--- src/rtl/spram_pwr_seq.sv ---
// spram_pwr_seq: power-mode sequencer for the SPRAM instruction/data memories.
// Moves the memories ACTIVE -> STANDBY -> SLEEP while the core sits in WFI.
// On a wake request it returns them through a timed WAKE phase.
// mem_ready gates core access whenever the RAMs are not fully awake.
//
// Ports:
//   clk           system clock, rising edge
//   rst           synchronous active-high reset
//   wfi           core idle in WFI (level)
//   wake_evt      wake request from interrupt/timer (level)
//   mem_standby   SPRAM STANDBY control
//   mem_sleep     SPRAM SLEEP control
//   mem_ready     memories accessible to the core
//   pwr_state     00 ACTIVE, 01 STANDBY, 10 SLEEP, 11 WAKE
//   sleep_entries saturating count of SLEEP entries
module spram_pwr_seq #(
  parameter int unsigned SLEEP_DELAY = 1024,
  parameter int unsigned WAKE_CYCLES = 3,
  parameter int unsigned CNT_W       = 16
) (
  input  logic        clk,
  input  logic        rst,
  input  logic        wfi,
  input  logic        wake_evt,
  output logic        mem_standby,
  output logic        mem_sleep,
  output logic        mem_ready,
  output logic [1:0]  pwr_state,
  output logic [15:0] sleep_entries
);

  localparam int unsigned ENT_W = 16;
  localparam logic [CNT_W-1:0] SLEEP_LAST = CNT_W'(SLEEP_DELAY - 1);
  localparam logic [CNT_W-1:0] WAKE_LAST  = CNT_W'(WAKE_CYCLES - 1);

  typedef enum logic [1:0] {
    ST_ACTIVE  = 2'b00,
    ST_STANDBY = 2'b01,
    ST_SLEEP   = 2'b10,
    ST_WAKE    = 2'b11
  } state_t;

  state_t           state;
  state_t           state_nxt;
  logic [CNT_W-1:0] cnt;
  logic [CNT_W-1:0] cnt_nxt;
  logic             ent_inc;
  logic             wake;
  logic             standby_nxt;
  logic             sleep_nxt;
  logic             ready_nxt;

  // Next-state, counter and next-output decode
  always_comb begin
    state_nxt   = state;
    cnt_nxt     = cnt;
    ent_inc     = 1'b0;
    wake        = wake_evt | ~wfi;
    standby_nxt = 1'b0;
    sleep_nxt   = 1'b0;
    ready_nxt   = 1'b0;

    unique case (state)
      ST_ACTIVE: begin
        cnt_nxt = '0;
        if (wfi && !wake) state_nxt = ST_STANDBY;
      end
      ST_STANDBY: begin
        // Wake wins over escalation on the same cycle
        if (wake) begin
          state_nxt = ST_ACTIVE;
          cnt_nxt   = '0;
        end else if (cnt == SLEEP_LAST) begin
          state_nxt = ST_SLEEP;
          cnt_nxt   = '0;
          ent_inc   = 1'b1;
        end else begin
          cnt_nxt = cnt + CNT_W'(1);
        end
      end
      ST_SLEEP: begin
        cnt_nxt = '0;
        if (wake) state_nxt = ST_WAKE;
      end
      ST_WAKE: begin
        // Inputs ignored: the wake window always runs to completion
        if (cnt == WAKE_LAST) begin
          state_nxt = ST_ACTIVE;
          cnt_nxt   = '0;
        end else begin
          cnt_nxt = cnt + CNT_W'(1);
        end
      end
      default: begin
        state_nxt = ST_ACTIVE;
        cnt_nxt   = '0;
      end
    endcase

    // Outputs are a Moore decode of the state being entered, then registered
    unique case (state_nxt)
      ST_ACTIVE:  ready_nxt   = 1'b1;
      ST_STANDBY: standby_nxt = 1'b1;
      ST_SLEEP: begin
        standby_nxt = 1'b1;
        sleep_nxt   = 1'b1;
      end
      default: ;
    endcase
  end

  // State, counter and registered outputs
  always_ff @(posedge clk) begin
    if (rst) begin
      state         <= ST_ACTIVE;
      cnt           <= '0;
      mem_standby   <= 1'b0;
      mem_sleep     <= 1'b0;
      mem_ready     <= 1'b1;
      pwr_state     <= 2'b00;
      sleep_entries <= '0;
    end else begin
      state       <= state_nxt;
      cnt         <= cnt_nxt;
      mem_standby <= standby_nxt;
      mem_sleep   <= sleep_nxt;
      mem_ready   <= ready_nxt;
      pwr_state   <= state_nxt;
      if (ent_inc && (sleep_entries != '1))
        sleep_entries <= sleep_entries + ENT_W'(1);
    end
  end

endmodule

--- config.mk ---
export PLATFORM = sky130hd
export DESIGN_NAME = spram_pwr_seq
export DESIGN_NICKNAME = d
export VERILOG_FILES = /design/src/rtl/spram_pwr_seq.sv
export SDC_FILE = /design/constraint.sdc
export NUM_CORES = 1
export LEC_CHECK = 0
export ABC_CLOCK_PERIOD_IN_PS = 6300
export CAP_MARGIN = 30
export CORE_MARGIN = 2
export CORE_UTILIZATION = 57
export DETAILED_ROUTE_END_ITERATION = 8
export PLACE_DENSITY = 0.82
export SYNTH_ARGS = -nofsm -noshare
export SYNTH_HDL_FRONTEND = slang
export SYNTH_SLANG_ARGS = --single-unit
--- constraint.sdc ---
create_clock -name clk -period 6.3 [get_ports clk]
set_input_delay 0.63 -clock clk [delete_from_list [all_inputs] [get_ports clk]]
set_output_delay 0.63 -clock clk [all_outputs]
set_load 0.005 [all_outputs]
# Word-level counts from Yosys, hierarchy flattened
# Cells that the tools add are included.
[classes]
order_cmp = 0
muxes = 16
n_eq_ne = 8
bitwise_logic = 2
mul = 0
n_reduce_logical = 7
div = 0
addsub = 2
shifts = 0
[op_table]
columns = ["operator", "count"]
rows = [
  ["16-bit two-way mux", 3],
  ["16-bit case mux with 3 select lines", 1],
  ["16-bit by 1-bit adder with 16-bit output, second input constant", 2],
  ["16-bit by 10-bit == test with 1-bit output, second input constant", 1],
  ["16-bit by 2-bit == test with 1-bit output, second input constant", 1],
  ["16-bit != test, second input constant", 1],
  ["2-bit two-way mux", 5],
  ["2-bit case mux with 4 select lines", 1],
  ["2-bit == test, second input constant", 3],
  ["1-bit two-way mux", 6],
  ["2-bit by 1-bit == test with 1-bit output, second input constant", 2],
  ["2-bit zero test", 2],
  ["2-bit OR reduction", 2],
  ["1-bit logical AND", 2],
  ["1-bit zero test", 1],
  ["1-bit NOT", 1],
  ["1-bit OR", 1],
]
[word_totals]
latch_bits = 0
ramBits = 0
n_memories = 0
word_cells = 41
romBits = 0
ff_bits = 37
in_bits = 4

# Logic depth before layout (Yosys ltp)
# Gate-level depths: netlist of the first run.
[depth]
depth_word = 9
depth_mapped = 9
ltp_nobuf = 9

# Worst setup path after synthesis of the first run
# OpenSTA, ideal clock, no wires.
[synth_path]
path_type = "reg2reg"
startpoint = "register cnt[14]"
endpoint = "register sleep_entries[6]"
stages_incl_launch_ff = 7
t_arrival_ns = 2.301
synth_period_minus_slack_ns = 2.371
path_buffers = 1
slack_ns = 3.929
path_cell_list = "dfxtp_1 -> or4_4 -> or3_4 -> or3_1 -> clkbuf_2 -> or4_1 -> a21oi_1"
[synth_via]
elab_chain_len = 5
[synth_rtl]
columns = ["item", "line_no", "rtl"]
rows = [
  ["start: declaration", "45", "logic [CNT_W-1:0] cnt;"],
  ["start signal: assignment", "124", "cnt <= cnt_nxt;"],
  ["16-bit by 10-bit == test with 1-bit output", "73", "end else if (cnt == SLEEP_LAST) begin"],
  ["1-bit two-way mux", "73", ""],
  ["1-bit two-way mux", "70", "if (wake) begin"],
  ["1-bit two-way mux", "63", "unique case (state)"],
  ["1-bit logical AND", "129", "if (ent_inc && (sleep_entries != '1))"],
  ["end signal: assignment", "130", "sleep_entries <= sleep_entries + ENT_W'(1);"],
  ["end: declaration", "29", "output logic [15:0] sleep_entries"],
]
# No other way between the ends.
# A chain may end at the register's enable or synchronous reset.

# Worst setup path in the final report of the first run
[layout_path]
startpoint = "register cnt[14]"
endpoint = "register sleep_entries[9]"
# Same word-level chain as after synthesis.

==> results of run 1 <==
## worst register-to-register path, cell delays in order (launching register included)
cell and delay, ps:
dfxtp_1 340, or4_4 540, nor4_1 470, o211ai_1 470, or4_1 600, a21oi_1 150
## power groups by stage
stage               registers, mW  clock network [mW]  logic (mW)
finish                      0.235               0.124     0.00943
detailed placement          0.241                   0     0.00938
global route                0.236               0.140      0.0106
CTS                         0.235               0.129     0.00944
global placement            0.241                   0     0.00915
floorplan                   0.241                   0     0.00459
## per-layer routing
layer	track usage, %	vias to the layer above	routed length [µm]
li1	-	783	-
met1	28.22	734	1586
met2	37.52	43	1770
met3	7.642	5	211
met4	10.06	0	55
met5	0	-	0
## synthesized netlist by cell type
master / count
nand3b_1: 3
o32a_1: 1
clkbuf_2: 1
nand4_1: 11
and3_1: 1
and4_1: 4
a311o_1: 1
o31ai_1: 2
o41ai_1: 1
nor3_1: 4
ha_1: 4
or3_1: 9
a21oi_1: 11
a31o_2: 1
dfxtp_1: 37
nand2b_1: 2
inv_1: 4
or4_4: 1
clkbuf_1: 5
a21bo_2: 1
o211ai_1: 1
o311ai_0: 1
o21ai_0: 7
or4_1: 3
or4bb_1: 1
nor3b_1: 1
nor4b_1: 1
nand3_1: 10
xor2_1: 7
or2_2: 3
nor2b_1: 4
or3_4: 1
mux2_2: 2
xnor2_1: 9
nand2_1: 11
nor2_1: 35
nor4_1: 2
mux2i_1: 2
## registers in the layout, indices dropped and copies added (netlist names)
name	flops
sleep_entries	16
mem_standby	1
mem_sleep	1
mem_ready	1
cnt	16
state	2
## cell families after synthesis
kind of cell               synth area share, %
and+or+nand+nor                          32.67
DFF                                      42.23
AOI/OAI and AO/OA                        9.629
xor gates and xnor gates                 7.989
buffers and inverters                    2.211
muxes                                    2.425
adders and majority gates                2.853
## through the flow
| stage | cells | hold WS [ps] | utilization, % | cell area [µm²] |
|---|---|---|---|---|
| finish | 263 | 486.5 | 69.41 | 2067 |
| detailed placement | 256 | 463.6 | 67.56 | 2012 |
| floorplan | 205 | 437.3 | - | 1754 |
| CTS | 263 | 486.6 | 69.41 | 2067 |
| global placement | 256 | 456.7 | 67.56 | 2012 |
| global route | 263 | 529.4 | 69.41 | 2067 |
## worst max-delay path by stage
stage / startpoint / endpoint / slack (ps) / cells after the start
floorplan: cnt[14]$_SDFF_PP0_ / sleep_entries[6]$_SDFFE_PP0P_ / 3930 / 6
global placement: wfi / sleep_entries[9]$_SDFFE_PP0P_ / 3630 / 5
detailed placement: wfi / sleep_entries[9]$_SDFFE_PP0P_ / 3540 / 5
CTS: cnt[14]$_SDFF_PP0_ / sleep_entries[9]$_SDFFE_PP0P_ / 3620 / 5
global route: cnt[14]$_SDFF_PP0_ / sleep_entries[9]$_SDFFE_PP0P_ / 3390 / 5
finish: cnt[14]$_SDFF_PP0_ / sleep_entries[9]$_SDFFE_PP0P_ / 3640 / 5
## layout make-up
type | instances | area [µm²] | share of cell area (%)
clock buffers | 7 | 55.05 | 2.663
inverters | 4 | 15.01 | 0.7264
multi-input cells | 158 | 974.7 | 47.16
flip-flops and latches | 37 | 740.7 | 35.84
well taps | 33 | 41.29 | 1.998
repair buffers | 24 | 240.2 | 11.62
==> results_dict.tcl, run 1 <==
set metrics [dict create \
    report.final.slew_viol_count 0 \
    vdd.ir_drop.worst_v 0.0001327 \
    grt_first_pass_wirelength_um 6161 \
    hold_viol_final 0 \
    critical_path.endpoint_type "register" \
    final_cell_mix "37 x dfxtp_1, 35 x nor2_1, 24 x clkdlybuf4s50_1" \
    grt_overflow 0 \
    io_pins 25 \
    drc 0 \
    p_seq_share_pct 63.9 \
    fmax_mhz 376.4 \
    max_slew.worst_pin.slew_ps 891.2 \
    dr.first_iter.drc_count 122 \
    switchingPower_mw 0.07646 \
    port_buffers 24 \
    power_frac_clock_pct 33.6 \
    via_count 1565 \
    fin_setup_tns_ps 0 \
    crit_slowest_cell "or4_1" \
    cts-htree-levels 2 \
    totalPowerFinal_mw 0.3684 \
    cts_tree "yes" \
    track_usage_pct 23.29 \
    grt_max_degree 26 \
    min_to "cnt[0]$_SDFF_PP0_" \
    p_leak_nw 0.6547 \
    areaGrowthSynthToFinish_pct 17.83 \
    rows 20 \
    cp-start-kind "register" \
    diodes 0 \
    post_cts_buffers 0 \
    drt_first_pass_iters 4 \
    drv_cap 0 \
    p_int_mw 0.2920 \
    netSwitchingFraction_pct 20.75 \
    status "completed" \
    setup_violations 0 \
    reg2reg_to "sleep_entries[9]$_SDFFE_PP0P_" \
    syn_inst 205 \
    holdPathStages 1 \
    worst-path-buf-inv 0 \
    syn-num-nets 213 \
    nets 238 \
    fin_skew_ps 4.545 \
    root_buffer "clkbuf_4" \
    syn_area_per_cell_um2 8.557 \
    reg2reg_depth 5 \
    worstHoldPathType "register to register" \
    dp_slack_ps 3541 \
    worst_skew_pair.late_latency_ps 330 \
    required_ps 6550 \
    cts_max_path_buffers 2 \
    fin_crit_sh_pct 42.17 \
    core_area_um2 2978 \
    critical_path_class "register to register" \
    synth_warnings 0 \
    synth-seq-cells 37 \
    synthTopCellsByArea "dfxtp_1 42%, nor2_1 7.5%, xnor2_1 4.5%" \
    synth_cell_types 38 \
    syn_area_um2 1754 \
    setup_ws_ps 3644 \
    layout_commonest_cell "dfxtp_1" \
    drive_above_1_share_pct 6.522 \
    die_w_um 59.48 \
    path_cells "or4_4 > nor4_1 > o211ai_1 > or4_1 > a21oi_1" \
    p_per_area_nw_per_um2 178.2 \
    cts_sinks 37 \
    worstHoldStart "cnt[0]$_SDFF_PP0_" \
    vias_per_cell 5.951 \
    synth_top_cell_by_area "dfxtp_1" \
    power_frac_comb_pct 2.6 \
    rr_startpoint "cnt[14]$_SDFF_PP0_" \
    cp_top_family "simple AND/OR/NAND/NOR gates" \
    start_util_pct 58.91 \
    place_congestion 0.8395 \
    fp.dieH_um 59.48 \
    dp_hpwl_um 2693 \
    wl_per_cell_um 13.78 \
    relSlewSlack_pct 40.32 \
    ant_nets 0 \
    synth_top_area_share_pct 42.23 \
    clk_pin_slew_worst_paths_ps 100 \
    rsz0062_at_grt "false" \
    antenna_found_initial 0 \
    fp.dieArea_um2 3537 \
    ctsHoldBuffers 0 \
    cp_data_arrival_time_ps 2910 \
    nFillCells 229 \
    cts_buffers 5 \
    seq_area_frac_synth_pct 42.23 \
    worstPathMaxFanout 14 \
    grt_pass1_vias 1431 \
    wl_um 3624 \
    max_stage_delay_ps 600 \
    cts_resized 0 \
    r2r_slack_ps 3640 \
    min_period_ps 2656 \
]
Power figures use the tool's default switching activity.
==> inputs of run 2 (changes only) <==
==> config.mk (replaced) <==
export PLATFORM = sky130hd
export DESIGN_NAME = spram_pwr_seq
export DESIGN_NICKNAME = d
export VERILOG_FILES = /design/src/rtl/spram_pwr_seq.sv
export SDC_FILE = /design/constraint.sdc
export NUM_CORES = 1
export LEC_CHECK = 0
export ABC_CLOCK_PERIOD_IN_PS = 2300
export CAP_MARGIN = 30
export CORE_MARGIN = 2
export CORE_UTILIZATION = 48
export DETAILED_ROUTE_END_ITERATION = 8
export PLACE_DENSITY = 0.73
export SYNTH_ARGS = -nofsm -noshare
export SYNTH_HDL_FRONTEND = slang
export SYNTH_SLANG_ARGS = --single-unit
==> constraint.sdc (replaced) <==
create_clock -name clk -period 2.3 [get_ports clk]
set_input_delay 0.23 -clock clk [delete_from_list [all_inputs] [get_ports clk]]
set_output_delay 0.23 -clock clk [all_outputs]
set_load 0.005 [all_outputs]
==> results_dict.tcl, run 2 (same netlist as run 1, synthesis figures left out) <==
set metrics [dict create \
    status "completed" \
    core_area_um2 3416 \
    grt_overflow 0 \
    drv_cap 0 \
    rsz0062_at_grt "true" \
    cts_sinks 37 \
    ant_nets 0 \
    fp.dieArea_um2 4154 \
    p_int_mw 0.8022 \
    switchingPower_mw 0.2164 \
    diodes 0 \
    dr.first_iter.drc_count 121 \
    worst_skew_pair.late_latency_ps 350 \
    netSwitchingFraction_pct 21.25 \
    antenna_found_initial 0 \
    rows 21 \
    final_cell_mix "36 x dfxtp_1, 35 x nor2_1, 24 x clkdlybuf4s50_1, 14 x buf_4" \
    drive_above_1_share_pct 15.45 \
    setup_ws_ps 18.02 \
    wl_per_cell_um 13.46 \
    fp.dieH_um 64.45 \
    clk_pin_slew_worst_paths_ps 110 \
    cp-start-kind "register" \
    dp_slack_ps -51.21 \
    totalPowerFinal_mw 1.019 \
    layout_commonest_cell "dfxtp_1" \
    nFillCells 290 \
    nets 254 \
    ctsHoldBuffers 0 \
    cts-htree-levels 2 \
    via_count 1659 \
    root_buffer "clkbuf_4" \
    port_buffers 24 \
    fin_crit_sh_pct 99.22 \
    max_slew.worst_pin.slew_ps 441.5 \
    cts_buffers 5 \
    p_leak_nw 0.7394 \
    die_w_um 64.45 \
    cp_data_arrival_time_ps 2530 \
    r2r_slack_ps 20 \
    required_ps 2550 \
    power_frac_comb_pct 2.9 \
    p_per_area_nw_per_um2 453.8 \
    areaGrowthSynthToFinish_pct 27.96 \
    drt_first_pass_iters 4 \
    fmax_mhz 438.2 \
    multiInputGateArea_um2 1007 \
    power_frac_clock_pct 33.8 \
    io_pins 25 \
    dp_hpwl_um 2799 \
    drc 0 \
    min_period_ps 2282 \
    relSlewSlack_pct 70.48 \
    seqCellArea_um2 742.0 \
    worstHoldPathType "register to register" \
    report.final.slew_viol_count 0 \
    cts_tree "yes" \
    final_util_pct 65.71 \
    layoutNonFillerInstCount 292 \
    place_inst 283 \
    setup_violations 0 \
    fin_skew_ps 13.03 \
    hold_viol_final 0 \
    vias_per_cell 5.682 \
    hold-worst-slack_ps 501.0 \
    worstPathMaxFanout 6 \
    grt_first_pass_wirelength_um 6630 \
    vdd.ir_drop.worst_v 0.0003395 \
    grt_pass1_vias 1541 \
    track_usage_pct 20.49 \
    critical_path_class "register to register" \
    place_congestion 0.8141 \
    start_util_pct 51.36 \
    critical_path.endpoint_type "register" \
    wl_um 3930 \
    cts_max_path_buffers 2 \
    p_seq_share_pct 63.3 \
    reg_top3 "cnt (16), sleep_entries (16), state (2)" \
    grt_max_degree 17 \
]
-- run 2: timing repair --
| item | CTS | global route |
|---|---|---|
| gates resized for setup | 4 | 7 |
| pin swaps | 1 | 2 |
| endpoints found under the setup margin | 5 | 9 |
| setup buffers | 0 | 2 |
-- run 2: critical path, cell delays in order, from the launching register on --
cell     delay, ps
dfxtp_2        340
or4_4          540
or3_4          350
or3_4          420
nor3_2         190
mux2_2         340
-- run 2: path summary, 6_finish.rpt --
| path | startpoint | endpoint | cells after the start |
|---|---|---|---|
| min reg2reg | cnt[0]$_SDFF_PP0_ | cnt[0]$_SDFF_PP0_ | 1 |
| min | cnt[0]$_SDFF_PP0_ | cnt[0]$_SDFF_PP0_ | 1 |
| max | cnt[14]$_SDFF_PP0_ | sleep_entries[8]$_SDFFE_PP0P_ | 5 |
| max reg2reg | cnt[14]$_SDFF_PP0_ | sleep_entries[8]$_SDFFE_PP0P_ | 5 |
-- run 2: power by group through the flow --
stage                     logic (mW)  clock network, mW  registers [mW]
after floorplan               0.0126                  0           0.659
after global routing          0.0323              0.383           0.645
after global placement        0.0282                  0           0.659
after CTS                     0.0295              0.351           0.645
final                         0.0297              0.344           0.645
after detailed placement      0.0289                  0           0.659
-- run 2: cell type report --
class,count,area share [%]
clock buffers,7,2.453
well taps,46,2.564
flip-flops and latches,37,33.05
repair buffers,40,16.39
multi-input cells,158,44.87
inverters,4,0.6689
-- run 2: per-layer routing --
layer	global-route usage [%]	vias up	part of all wire [%]	routed length, µm
met3	6.250	10	5.0	197
met5	0	-	0	0
met4	8.777	0	2.2	88
met1	22.49	789	42	1650
met2	36.46	42	51	1993
li1	-	818	-	-
-- run 2: metrics by stage --
stage	cell area, µm²	TNS [ps]
after floorplan	1754	-161.2
after global placement	2133	-16.77
after detailed placement	2133	-106.5
after CTS	2200	0
after global routing	2245	-564.5
final	2245	0
==> RTL change, RTL diff (config.mk and constraints of run 2) <==
The parameter `CNT_W` goes from 16 to 20.
--- a/src/rtl/spram_pwr_seq.sv
+++ b/src/rtl/spram_pwr_seq.sv
@@ -16,7 +16,7 @@
 module spram_pwr_seq #(
   parameter int unsigned SLEEP_DELAY = 1024,
   parameter int unsigned WAKE_CYCLES = 3,
-  parameter int unsigned CNT_W       = 16
+  parameter int unsigned CNT_W       = 20
 ) (
   input  logic        clk,
   input  logic        rst,
Check against the original RTL: no difference found for any inputs over 10 cycles, from zero or initial values and one cycle with rst high; that may be too few to reach the edited logic, so the function may still have changed.
==> RTL change against run 2 <==
Wire length grew 12%; sequential cell count increased by 4; non-clock buffer count increased by 8; setup slack gained 0.048 ns; die area grew 9.2%; total power up 32%; synthesized area is 9.8% higher; clock skew is 0.0053 ns lower; design area grew 15%; synthesized cell count up 12%; largest cell class unchanged; largest power group unchanged.
==> RTL change: results (changes against run 2) <==
stage;metric;value;unit;change
placement;Placed Area;0.00235;sq mm;was 0.00213 sq mm
placement;GPL Wtd Cong;0.802;;was 0.814
worst_setup_path;slowest stage delay, CP;0.52;ns;was 0.54 ns
sta;hold slack;0.512;ns;was 0.501 ns
global_routing;largest net degree at the start of global routing;21;;was 17
pwr;Power, Total;1.35;mW;was 1.02 mW
finish;fillers;328;;was 290
sta;skew final;0.00770;ns;was 0.0130 ns
logic_synthesis;Synth area leaders;dfxtp_1 43%, nor2_1 6.4%, or3_1 4.9%;;was dfxtp_1 42%, nor2_1 7.5%, xnor2_1 4.5%
placement;Place WS;-0.161;ns;was -0.0512 ns
routing;DR vias/cell;5.65;;was 5.68
sta;Tcrit/Tclk final;97.1;%;was 99.2%
global_routing;vias in the first global route;1604;;was 1541
pwr;Power Clock;0.605;mW;was 0.344 mW
routing;Vias;1863;;was 1659
logic_synthesis;count of cell types in the netlist;31;;was 38
finish;Layout Utilization;65.3;%;was 65.7%
placement;Placed Cells;316;;was 283
finish;share of layout cells above drive strength 1;16.1;%;was 15.4%
global_routing;Overall Global Routing Usage;19.9;%;was 20.5%
worst_setup_path;R2R setup slack;0.07;ns;was 0.02 ns
worst_setup_path;RR Startpoint;cnt[1];;was cnt[14]
worst_setup_path;Reg2Reg Capture Point;sleep_entries[3];;was sleep_entries[8]
hold_path;hold endpoint;sleep_entries[9];;was cnt[0]
clock_tree;clock slew at reported path FFs;0.08;ns;was 0.11 ns
run_status;outcome;finished, final reports clean;;unchanged
logic_synthesis;Mapped Cells;230;;was 205
pwr;Worst VDD drop;0.000307;V;was 0.000340 V
placement;Final HPWL DP;2990;um;was 2800 um
floorplan;site row count;23;;was 21
RTL change: repair_timing:
action / CTS / global route
pin swaps: 1 / 6
setup buffers: 0 / 4
gates cloned: 0 / 2
setup endpoints to repair: 9 / 15
resized for setup: 0 / 9
RTL change: cell type report:
class / instances / share of cell area (%)
Clock buffer: 6 / 3.21
Clock inverter: 2 / 1.46
Inverter: 5 / 0.729
Multi-Input combinational cell: 178 / 42.7
Sequential cell: 41 / 32.0
Tap cell: 50 / 2.43
Timing Repair Buffer: 48 / 17.5
RTL change: routing by layer:
layer	up-vias	GRT usage, %	wire length, um
met5	-	0	0
met4	0	8.67	73
met3	10	5.17	163
met2	48	34.7	2190
met1	877	22.8	1980
li1	928	-	-
RTL change: cell families after synthesis:
logic type / share of synthesized area, %
AND/OR/NAND/NOR: 32.9
flip-flops: 42.6
AO/OA/AOI/OAI: 10.5
XOR/XNOR: 8.19
buffers and inverters: 2.73
adder cells (fa/ha/maj): 2.60
multiplexers: 0.520
